==> src/rtl/draw_arbiter_pkg.sv <==
// Shared types and constants for the draw arbiter.
// Optional build macro: DRAW_ARBITER_STATS_EN (per-requester completed-shape counters).
package draw_arbiter_pkg;

    typedef enum logic [0:0] {
        IDLE = 1'b0,
        WAIT = 1'b1
    } state_t;

    localparam int unsigned STAT_W = 16;

endpackage

==> src/rtl/draw_arbiter_rr_pick.sv <==
// Combinational round-robin picker: first set request bit at or above ptr, wrapping.
module draw_arbiter_rr_pick
    import draw_arbiter_pkg::*;
#(
    parameter  int unsigned REQ_CNT = 4,
    localparam int unsigned IDXW    = $clog2(REQ_CNT)
) (
    input  logic [REQ_CNT-1:0] req_i,
    input  logic [IDXW-1:0]    ptr_i,
    output logic               valid_o,
    output logic [IDXW-1:0]    winner_o
);

    int idx;

    // Scan from the farthest offset down so the nearest hit to ptr is assigned last.
    always_comb begin
        valid_o  = 1'b0;
        winner_o = '0;
        idx      = 0;
        for (int k = int'(REQ_CNT) - 1; k >= 0; k--) begin
            idx = int'(ptr_i) + k;
            if (idx >= int'(REQ_CNT)) begin
                idx = idx - int'(REQ_CNT);
            end
            if (req_i[IDXW'(idx)]) begin
                valid_o  = 1'b1;
                winner_o = IDXW'(idx);
            end
        end
    end

endmodule

==> src/rtl/draw_arbiter.sv <==
// Round-robin arbiter sharing one triangle engine among REQ_CNT shape producers.
// Optional build macro: DRAW_ARBITER_STATS_EN enables 16-bit completed-shape counters
// on stat_cnt; when undefined stat_cnt is tied to zero.
module draw_arbiter
    import draw_arbiter_pkg::*;
#(
    parameter  int unsigned CORDW   = 16,
    parameter  int unsigned CIDXW   = 4,
    parameter  int unsigned REQ_CNT = 4,
    localparam int unsigned IDXW    = $clog2(REQ_CNT)
) (
    input  logic                        clk,
    input  logic                        rst,
    input  logic [REQ_CNT-1:0]          req,
    input  logic [REQ_CNT*3*CORDW-1:0]  req_vx,
    input  logic [REQ_CNT*3*CORDW-1:0]  req_vy,
    input  logic [REQ_CNT*CIDXW-1:0]    req_cidx,
    output logic [REQ_CNT-1:0]          gnt,
    output logic [REQ_CNT-1:0]          req_done,
    output logic                        eng_start,
    output logic signed [CORDW-1:0]     eng_x0,
    output logic signed [CORDW-1:0]     eng_y0,
    output logic signed [CORDW-1:0]     eng_x1,
    output logic signed [CORDW-1:0]     eng_y1,
    output logic signed [CORDW-1:0]     eng_x2,
    output logic signed [CORDW-1:0]     eng_y2,
    output logic [CIDXW-1:0]            eng_cidx,
    input  logic                        eng_done,
    output logic [IDXW-1:0]             owner,
    output logic                        busy,
    output logic [REQ_CNT*STAT_W-1:0]   stat_cnt
);

    state_t                  state_q;
    logic [IDXW-1:0]         rr_ptr_q;
    logic [IDXW-1:0]         owner_q;
    logic [REQ_CNT-1:0]      gnt_q;
    logic [REQ_CNT-1:0]      req_done_q;
    logic                    eng_start_q;
    logic signed [CORDW-1:0] x0_q, y0_q, x1_q, y1_q, x2_q, y2_q;
    logic [CIDXW-1:0]        cidx_q;

    logic                    pick_valid;
    logic [IDXW-1:0]         pick_idx;
    logic [CORDW-1:0]        sel_x0, sel_y0, sel_x1, sel_y1, sel_x2, sel_y2;
    logic [CIDXW-1:0]        sel_cidx;

    draw_arbiter_rr_pick #(
        .REQ_CNT (REQ_CNT)
    ) u_rr_pick (
        .req_i    (req),
        .ptr_i    (rr_ptr_q),
        .valid_o  (pick_valid),
        .winner_o (pick_idx)
    );

    // Operand mux for the candidate winner; vertex k of requester i sits at slice i*3+k.
    always_comb begin
        sel_x0   = req_vx[(int'(pick_idx) * 3 + 0) * int'(CORDW) +: CORDW];
        sel_x1   = req_vx[(int'(pick_idx) * 3 + 1) * int'(CORDW) +: CORDW];
        sel_x2   = req_vx[(int'(pick_idx) * 3 + 2) * int'(CORDW) +: CORDW];
        sel_y0   = req_vy[(int'(pick_idx) * 3 + 0) * int'(CORDW) +: CORDW];
        sel_y1   = req_vy[(int'(pick_idx) * 3 + 1) * int'(CORDW) +: CORDW];
        sel_y2   = req_vy[(int'(pick_idx) * 3 + 2) * int'(CORDW) +: CORDW];
        sel_cidx = req_cidx[int'(pick_idx) * int'(CIDXW) +: CIDXW];
    end

    // Arbitration FSM: grant and latch in IDLE, wait for engine completion in WAIT.
    always_ff @(posedge clk) begin
        if (rst) begin
            state_q     <= IDLE;
            rr_ptr_q    <= '0;
            owner_q     <= '0;
            gnt_q       <= '0;
            req_done_q  <= '0;
            eng_start_q <= 1'b0;
            x0_q        <= '0;
            y0_q        <= '0;
            x1_q        <= '0;
            y1_q        <= '0;
            x2_q        <= '0;
            y2_q        <= '0;
            cidx_q      <= '0;
        end else begin
            gnt_q       <= '0;
            req_done_q  <= '0;
            eng_start_q <= 1'b0;
            case (state_q)
                IDLE: begin
                    if (pick_valid) begin
                        x0_q        <= sel_x0;
                        y0_q        <= sel_y0;
                        x1_q        <= sel_x1;
                        y1_q        <= sel_y1;
                        x2_q        <= sel_x2;
                        y2_q        <= sel_y2;
                        cidx_q      <= sel_cidx;
                        owner_q     <= pick_idx;
                        gnt_q       <= REQ_CNT'(1) << pick_idx;
                        eng_start_q <= 1'b1;
                        state_q     <= WAIT;
                    end
                end
                WAIT: begin
                    if (eng_done) begin
                        req_done_q <= REQ_CNT'(1) << owner_q;
                        rr_ptr_q   <= (owner_q == IDXW'(REQ_CNT - 1)) ? '0 : owner_q + IDXW'(1);
                        state_q    <= IDLE;
                    end
                end
                default: state_q <= IDLE;
            endcase
        end
    end

`ifdef DRAW_ARBITER_STATS_EN
    logic [REQ_CNT*STAT_W-1:0] stat_q;

    // Per-requester completed-shape counters, wrapping at 16 bits.
    always_ff @(posedge clk) begin
        if (rst) begin
            stat_q <= '0;
        end else begin
            for (int i = 0; i < int'(REQ_CNT); i++) begin
                if (req_done_q[i]) begin
                    stat_q[i*int'(STAT_W) +: STAT_W] <= stat_q[i*int'(STAT_W) +: STAT_W] + STAT_W'(1);
                end
            end
        end
    end

    assign stat_cnt = stat_q;
`else
    assign stat_cnt = '0;
`endif

    assign gnt       = gnt_q;
    assign req_done  = req_done_q;
    assign eng_start = eng_start_q;
    assign eng_x0    = x0_q;
    assign eng_y0    = y0_q;
    assign eng_x1    = x1_q;
    assign eng_y1    = y1_q;
    assign eng_x2    = x2_q;
    assign eng_y2    = y2_q;
    assign eng_cidx  = cidx_q;
    assign owner     = owner_q;
    assign busy      = (state_q != IDLE);

endmodule

==> config.mk <==
export PLATFORM = sky130hd
export DESIGN_NAME = draw_arbiter
export DESIGN_NICKNAME = d
export VERILOG_FILES = /design/src/rtl/draw_arbiter_pkg.sv /design/src/rtl/draw_arbiter_rr_pick.sv /design/src/rtl/draw_arbiter.sv
export SDC_FILE = /design/constraint.sdc
export NUM_CORES = 1
export LEC_CHECK = 0
export BUFFER_PORTS_ARGS = -buffer_cell sky130_fd_sc_hd__buf_4
export CAP_MARGIN = 10
export CORE_AREA = 2 2 224 226
export CTS_CLUSTER_DIAMETER = 50
export CTS_CLUSTER_SIZE = 10
export DETAILED_ROUTE_END_ITERATION = 12
export DIE_AREA = 0 0 226 228
export PLACE_DENSITY = 0.48
export SLEW_MARGIN = 10
export SYNTH_ARGS = -nofsm -noshare
export SYNTH_HDL_FRONTEND = slang
export SYNTH_SLANG_ARGS = --single-unit
==> constraint.sdc <==
create_clock -name clk -period 11.3 [get_ports clk]
set_input_delay 1.695 -clock clk [delete_from_list [all_inputs] [get_ports clk]]
set_output_delay 1.695 -clock clk [all_outputs]
set_load 0.02 [all_outputs]
* Yosys cells after proc, flatten, opt, wreduce, memory -nomap -nowiden
Cells that the tools add are included.
W data, S select, Z words.
** Operators by class
- $add $sub $neg :: 10
- $mul :: 1
- Divide/modulo/power cells :: 0
- Order comparisons :: 8
- Equal/unequal tests :: 1
- Shifts and indexed selects :: 9
- Multiplexer cells :: 28
- Bitwise logic cells :: 3
- Reduce and logical (&&, ||, !) cells :: 5
** Operator list (count)
- $shiftx A192 B32 Y16 :: 5
- $shiftx A192 B10 Y16 :: 1
- $add A28 B2 Y28 const B :: 1
- $mux W2 :: 9
- $lt A2 B4 Y1 const B :: 4
- $shiftx A16 B5 Y4 :: 1
- $mux W1 :: 14
- $ge A3 B3 Y1 const B :: 3
- $bmux W1 S2 :: 4
- $shl A1 B2 Y4 const A :: 2
- $sub A2 B1 Y2 const B :: 4
- $add A2 B2 Y3 const B :: 2
- $reduce_or A3 Y1 :: 2
- $add A4 B2 Y5 const B :: 1
- $mul A2 B2 Y4 const B :: 1
- $reduce_and A2 Y1 :: 2
- $add A2 B1 Y3 const B :: 1
- $ge A2 B3 Y1 const B :: 1
- $not A1 Y1 :: 3
- $add A2 B1 Y2 const B :: 1
- $eq A2 B2 Y1 const B :: 1
- $pmux W1 S2 :: 1
- $reduce_or A2 Y1 :: 1
** Storage, ports and cells
- Bits in registers :: 114
- Latch bits :: 0
- RAM bits :: 0
- ROM bits :: 0
- Bits of input ports :: 407
- Output and inout port bits :: 176
- Word-level logic and storage cells :: 78
- Memories :: 0

* Longest topological paths before layout
- Depth in word-level cells :: 13
- Depth in mapped cells :: 15
- Gate-level depth less buffers :: 8

* Cells and area by module
Synthesis repeated with hierarchy kept, for this count alone.
** Second synthesis, totals
- Cell total of the unflattened synthesis :: 799
- Area, all modules :: 7882.6 um2
** Modules (own cells, without submodules)
- draw_arbiter :: times used 1, cells an instance 786, area an instance 7805.0 um2
- draw_arbiter_rr_pick :: times used 1, cells an instance 13, area an instance 77.6 um2

* Worst setup path before layout
No wires, ideal clock.
- Path type :: input-to-reg
- Start point :: input port req[0]
- End point :: register x1_q[11] (netlist: eng_x1[11])
- Library setup time :: 0.122 ns
- Arrival :: 4.741 ns
- Data required time :: 11.178 ns
- Slack :: 6.438 ns
- Stages :: 14
- Buffers on the path :: 7
- Cell sequence :: nor2b_1 o21ba_1 a211o_1 buf_6 inv_8 buf_6 buf_6 buf_6 ha_1 clkbuf_1 clkbuf_1 clkbuf_1 mux4_2 a221o_1
** On the way
- Cells in the longest elaborated chain, start to end :: 10
- Elaborated cells on any way between the ends :: 24
- Those cells by class :: add/sub (1); mul (1); shift (1); mux (20); reduce/logical (1)
** RTL lines
- from (decl) :: line draw_arbiter.sv:14 : input logic [REQ_CNT-1:0] req,
- $bmux W1 S2 :: line draw_arbiter_rr_pick.sv:26 : if (req_i[IDXW'(idx)]) begin
- $mux W1 (implied by the code) (2 in series) :: line draw_arbiter_rr_pick.sv:26
- $mux W2 (3 in series) :: line draw_arbiter_rr_pick.sv:26
- $mux W2 (*) :: line draw_arbiter_rr_pick.sv:26
- via pick_idx[0] :: line draw_arbiter.sv:44 : logic [IDXW-1:0] pick_idx;
- $mul A2 B2 Y4 (*) :: line draw_arbiter.sv:60 : sel_x1 = req_vx[(int'(pick_idx) * 3 + 1) * int'(CORDW) +: CORDW];
- $add A28 B2 Y28 (*) :: line draw_arbiter.sv:60
- $shiftx A192 B32 Y16 (*) :: line draw_arbiter.sv:60
- to (signal assigned) :: line draw_arbiter.sv:93 : x1_q <= sel_x1;
- to (decl) :: line draw_arbiter.sv:40 : logic signed [CORDW-1:0] x0_q, y0_q, x1_q, y1_q, x2_q, y2_q;
The timed path passes the listed nets; every way through them passes the cells marked *. The select of a mux whose other input is x is not followed.
A chain may end at the register's enable or synchronous reset.

* Worst setup path in the final report
- Start point :: input port req[0]
- End point :: register y1_q[6] (netlist: eng_y1[6])
** On the way
- Cells in the longest elaborated chain, start to end :: 10
- Elaborated cells on any way between the ends :: 24
- Those cells by class :: add/sub (1); mul (1); shift (1); mux (20); reduce/logical (1)
** RTL lines
- $bmux W1 S2 :: line draw_arbiter_rr_pick.sv:26
- $mux W1 (implied by the code) (2 in series) :: line draw_arbiter_rr_pick.sv:26
- $mux W2 (4 in series) :: line draw_arbiter_rr_pick.sv:26
- $mul A2 B2 Y4 :: line draw_arbiter.sv:63 : sel_y1 = req_vy[(int'(pick_idx) * 3 + 1) * int'(CORDW) +: CORDW];
- $add A28 B2 Y28 :: line draw_arbiter.sv:63
- $shiftx A192 B32 Y16 :: line draw_arbiter.sv:63
- to (signal assigned) :: line draw_arbiter.sv:94 : y1_q <= sel_y1;
- to (decl) :: line draw_arbiter.sv:40
Several ways; a longest one is shown, not always the timed one. The select of a mux whose other input is x is not followed.

==> out/metrics.csv <==
metric,value,unit
overflow,0,
start_util,14.6,%
comb_power_share,31.7,%
cts_buffer_depth,2,
fin_crit_sh,46.7,%
clkTransAtPathRegs,0.06,ns
required,11.65,ns
post-route-min-period,5.28,ns
die_w,226,um
first_global_vias,7612,
path_max_fanout,72,
status,"complete, no violations",
syn_area_per_cell,10.5,um^2
cts_sinks,114,
cts_root_buf,clkbuf_16,
synth_warnings,0,
antenna_found_initial,1,
fin_tns_setup,0,ns
setup_viol,0,
ios,583,
p_switching,494,uW
r2r_slack,7.03,ns
cts_tree,built,
port_buffers,518,
end_kind,flip-flop,
htree_levels,4,
arrival,5.63,ns
cts_resized,0,
fmax,189,MHz
final_cell_mix,"buf_4, mux2i_1, dfxtp_1, nand2_1, o221ai_1",
crit_type,in -> reg,
rows,82,
rsz0062_at_grt,false,
grt_pass1_wl,48.1,mm
ys_types,32,
post_cts_buffers,0,
syn-cell-area,7220,um^2
skew,0.00556,ns
power_density,131,nW/um^2
ant_nets,0,
nets,1585,
relSlewSlack,33.1,%
dp.cells,1827,
seq_area_frac_synth,31.6,%
switching_share,31.1,%
viasPerCell,3.96,
routed_wl,33.8,mm
gp_congestion,0.822,
postCtsHoldBufs,0,
first_iter_violations,236,
track_usage,12.8,%
max-cap-violations,0,
cts_buffers,17,
p_leak,5.52,nW
post_synth_inst_count,690,
slew_viol_final,0,
drive_gt1_share,52.9,%
avgRoutedWirePerCell,18.2,um
dr.pass1.iters,4,
area_growth,67.5,%
max-vdd-ir-drop,0.0931,mV
hold_class,reg -> reg,
final_common_cell,buf_4,
ys.flop_type,dfxtp_1,
die_h,228,um
hold_viol,0,
async_reset_ff_share,0,%
final_core_util,24.5,%
tightest_slew,1.00,ns
synth-edff-count,0,
drc,0,
core_area,49300,um^2
die-area,51500,um^2
grt_max_degree,73,
yosys_register_bits,114,
pwr-share-clk,38.2,%
p_int,1.09,mW
vias,7359,
insertion_delay,0.46,ns
final_cells,1859,
power_frac_seq,30.1,%
hpwl,25.8,mm
critPathLaunchType,primary input,
## logic make-up after synthesis
logic type | after synthesis | synth area share [%]
and+or+nand+nor | 132 | 8.33
muxes | 200 | 33.8
DFF | 114 | 31.6
other | 1 | 0.0519
adders and majority gates | 4 | 0.693
AOI/OAI and AO/OA | 112 | 13.8
buffers and inverters | 127 | 11.7
## worst max-delay path, cell delays in order
cell and delay [ns]:
buf_4 0.12, nor2b_1 0.14, o21ba_1 0.21, a211o_4 0.54, inv_8 0.55, ha_2 0.72
buf_4 0.43, nand3_1 0.11, and3_2 0.54, a221o_1 0.46
## stage by stage
step	setup WS, ns	power (mW)	cell area, um^2	hold WS, ns
after global placement	5.57	0.991	11500	0.445
after CTS	6.02	1.62	12100	0.464
after floorplan	6.44	0.768	7460	0.467
after detailed placement	5.48	0.996	11500	0.450
final	6.02	1.59	12100	0.463
after global routing	5.79	1.66	12100	0.482
## per-layer routing
metal  part of all wire, %  global-route usage [%]
met1                    41                    14.7
met2                    49                    22.0
met3                   7.0                    3.88
met4                   2.5                    5.32
met5                     0                       0
## synth_stat cells (11+ instances only)
library cell | number | area share (%)
clkbuf_1 | 35 | 1.8
and2_1 | 32 | 2.8
mux2i_1 | 136 | 19
buf_6 | 15 | 2.3
o221ai_1 | 68 | 8.2
dfxtp_1 | 114 | 32
nand2_1 | 77 | 4.0
a221o_1 | 32 | 4.4
nor2_1 | 11 | 0.57
mux2_2 | 32 | 5.0
buf_4 | 64 | 6.7
mux4_2 | 32 | 10
## power by group through the flow
stage | registers (mW) | clock network (mW) | logic, mW
after floorplan | 0.538 | 0 | 0.229
after global placement | 0.486 | 0 | 0.506
after detailed placement | 0.486 | 0 | 0.510
after CTS | 0.478 | 0.633 | 0.511
after global routing | 0.484 | 0.640 | 0.536
final | 0.478 | 0.605 | 0.503
## state kept, by name (all words and copies together) (netlist names)
register   flops
busy           1
eng_cidx       4
eng_start      1
eng_x0        16
eng_x1        16
eng_x2        16
eng_y0        16
eng_y1        16
eng_y2        16
gnt            4
owner          2
req_done       4
rr_ptr_q       2
## final timing paths
kind                                  start         end  depth (start not counted)
worst max register to register  rr_ptr_q[0]   eng_y1[6]                          9
worst min register to register   eng_x0[13]  eng_x0[13]                          2
worst min-delay path             eng_x0[13]  eng_x0[13]                          2
worst max-delay path                 req[0]   eng_y1[6]                         10
## final cells by class
| cell class | count | area, um^2 |
|---|---|---|
| Sequential cell | 114 | 2280 |
| Clock inverter | 9 | 153 |
| Clock buffer | 22 | 484 |
| Fill cell | 5361 | 37300 |
| Multi-Input combinational cell | 512 | 4370 |
| Timing Repair Buffer | 525 | 3940 |
| Tap cell | 672 | 841 |
| Antenna cell | 1 | 2.50 |
| Inverter | 4 | 22.5 |
Note: power is estimated with default switching activity, not from simulation.
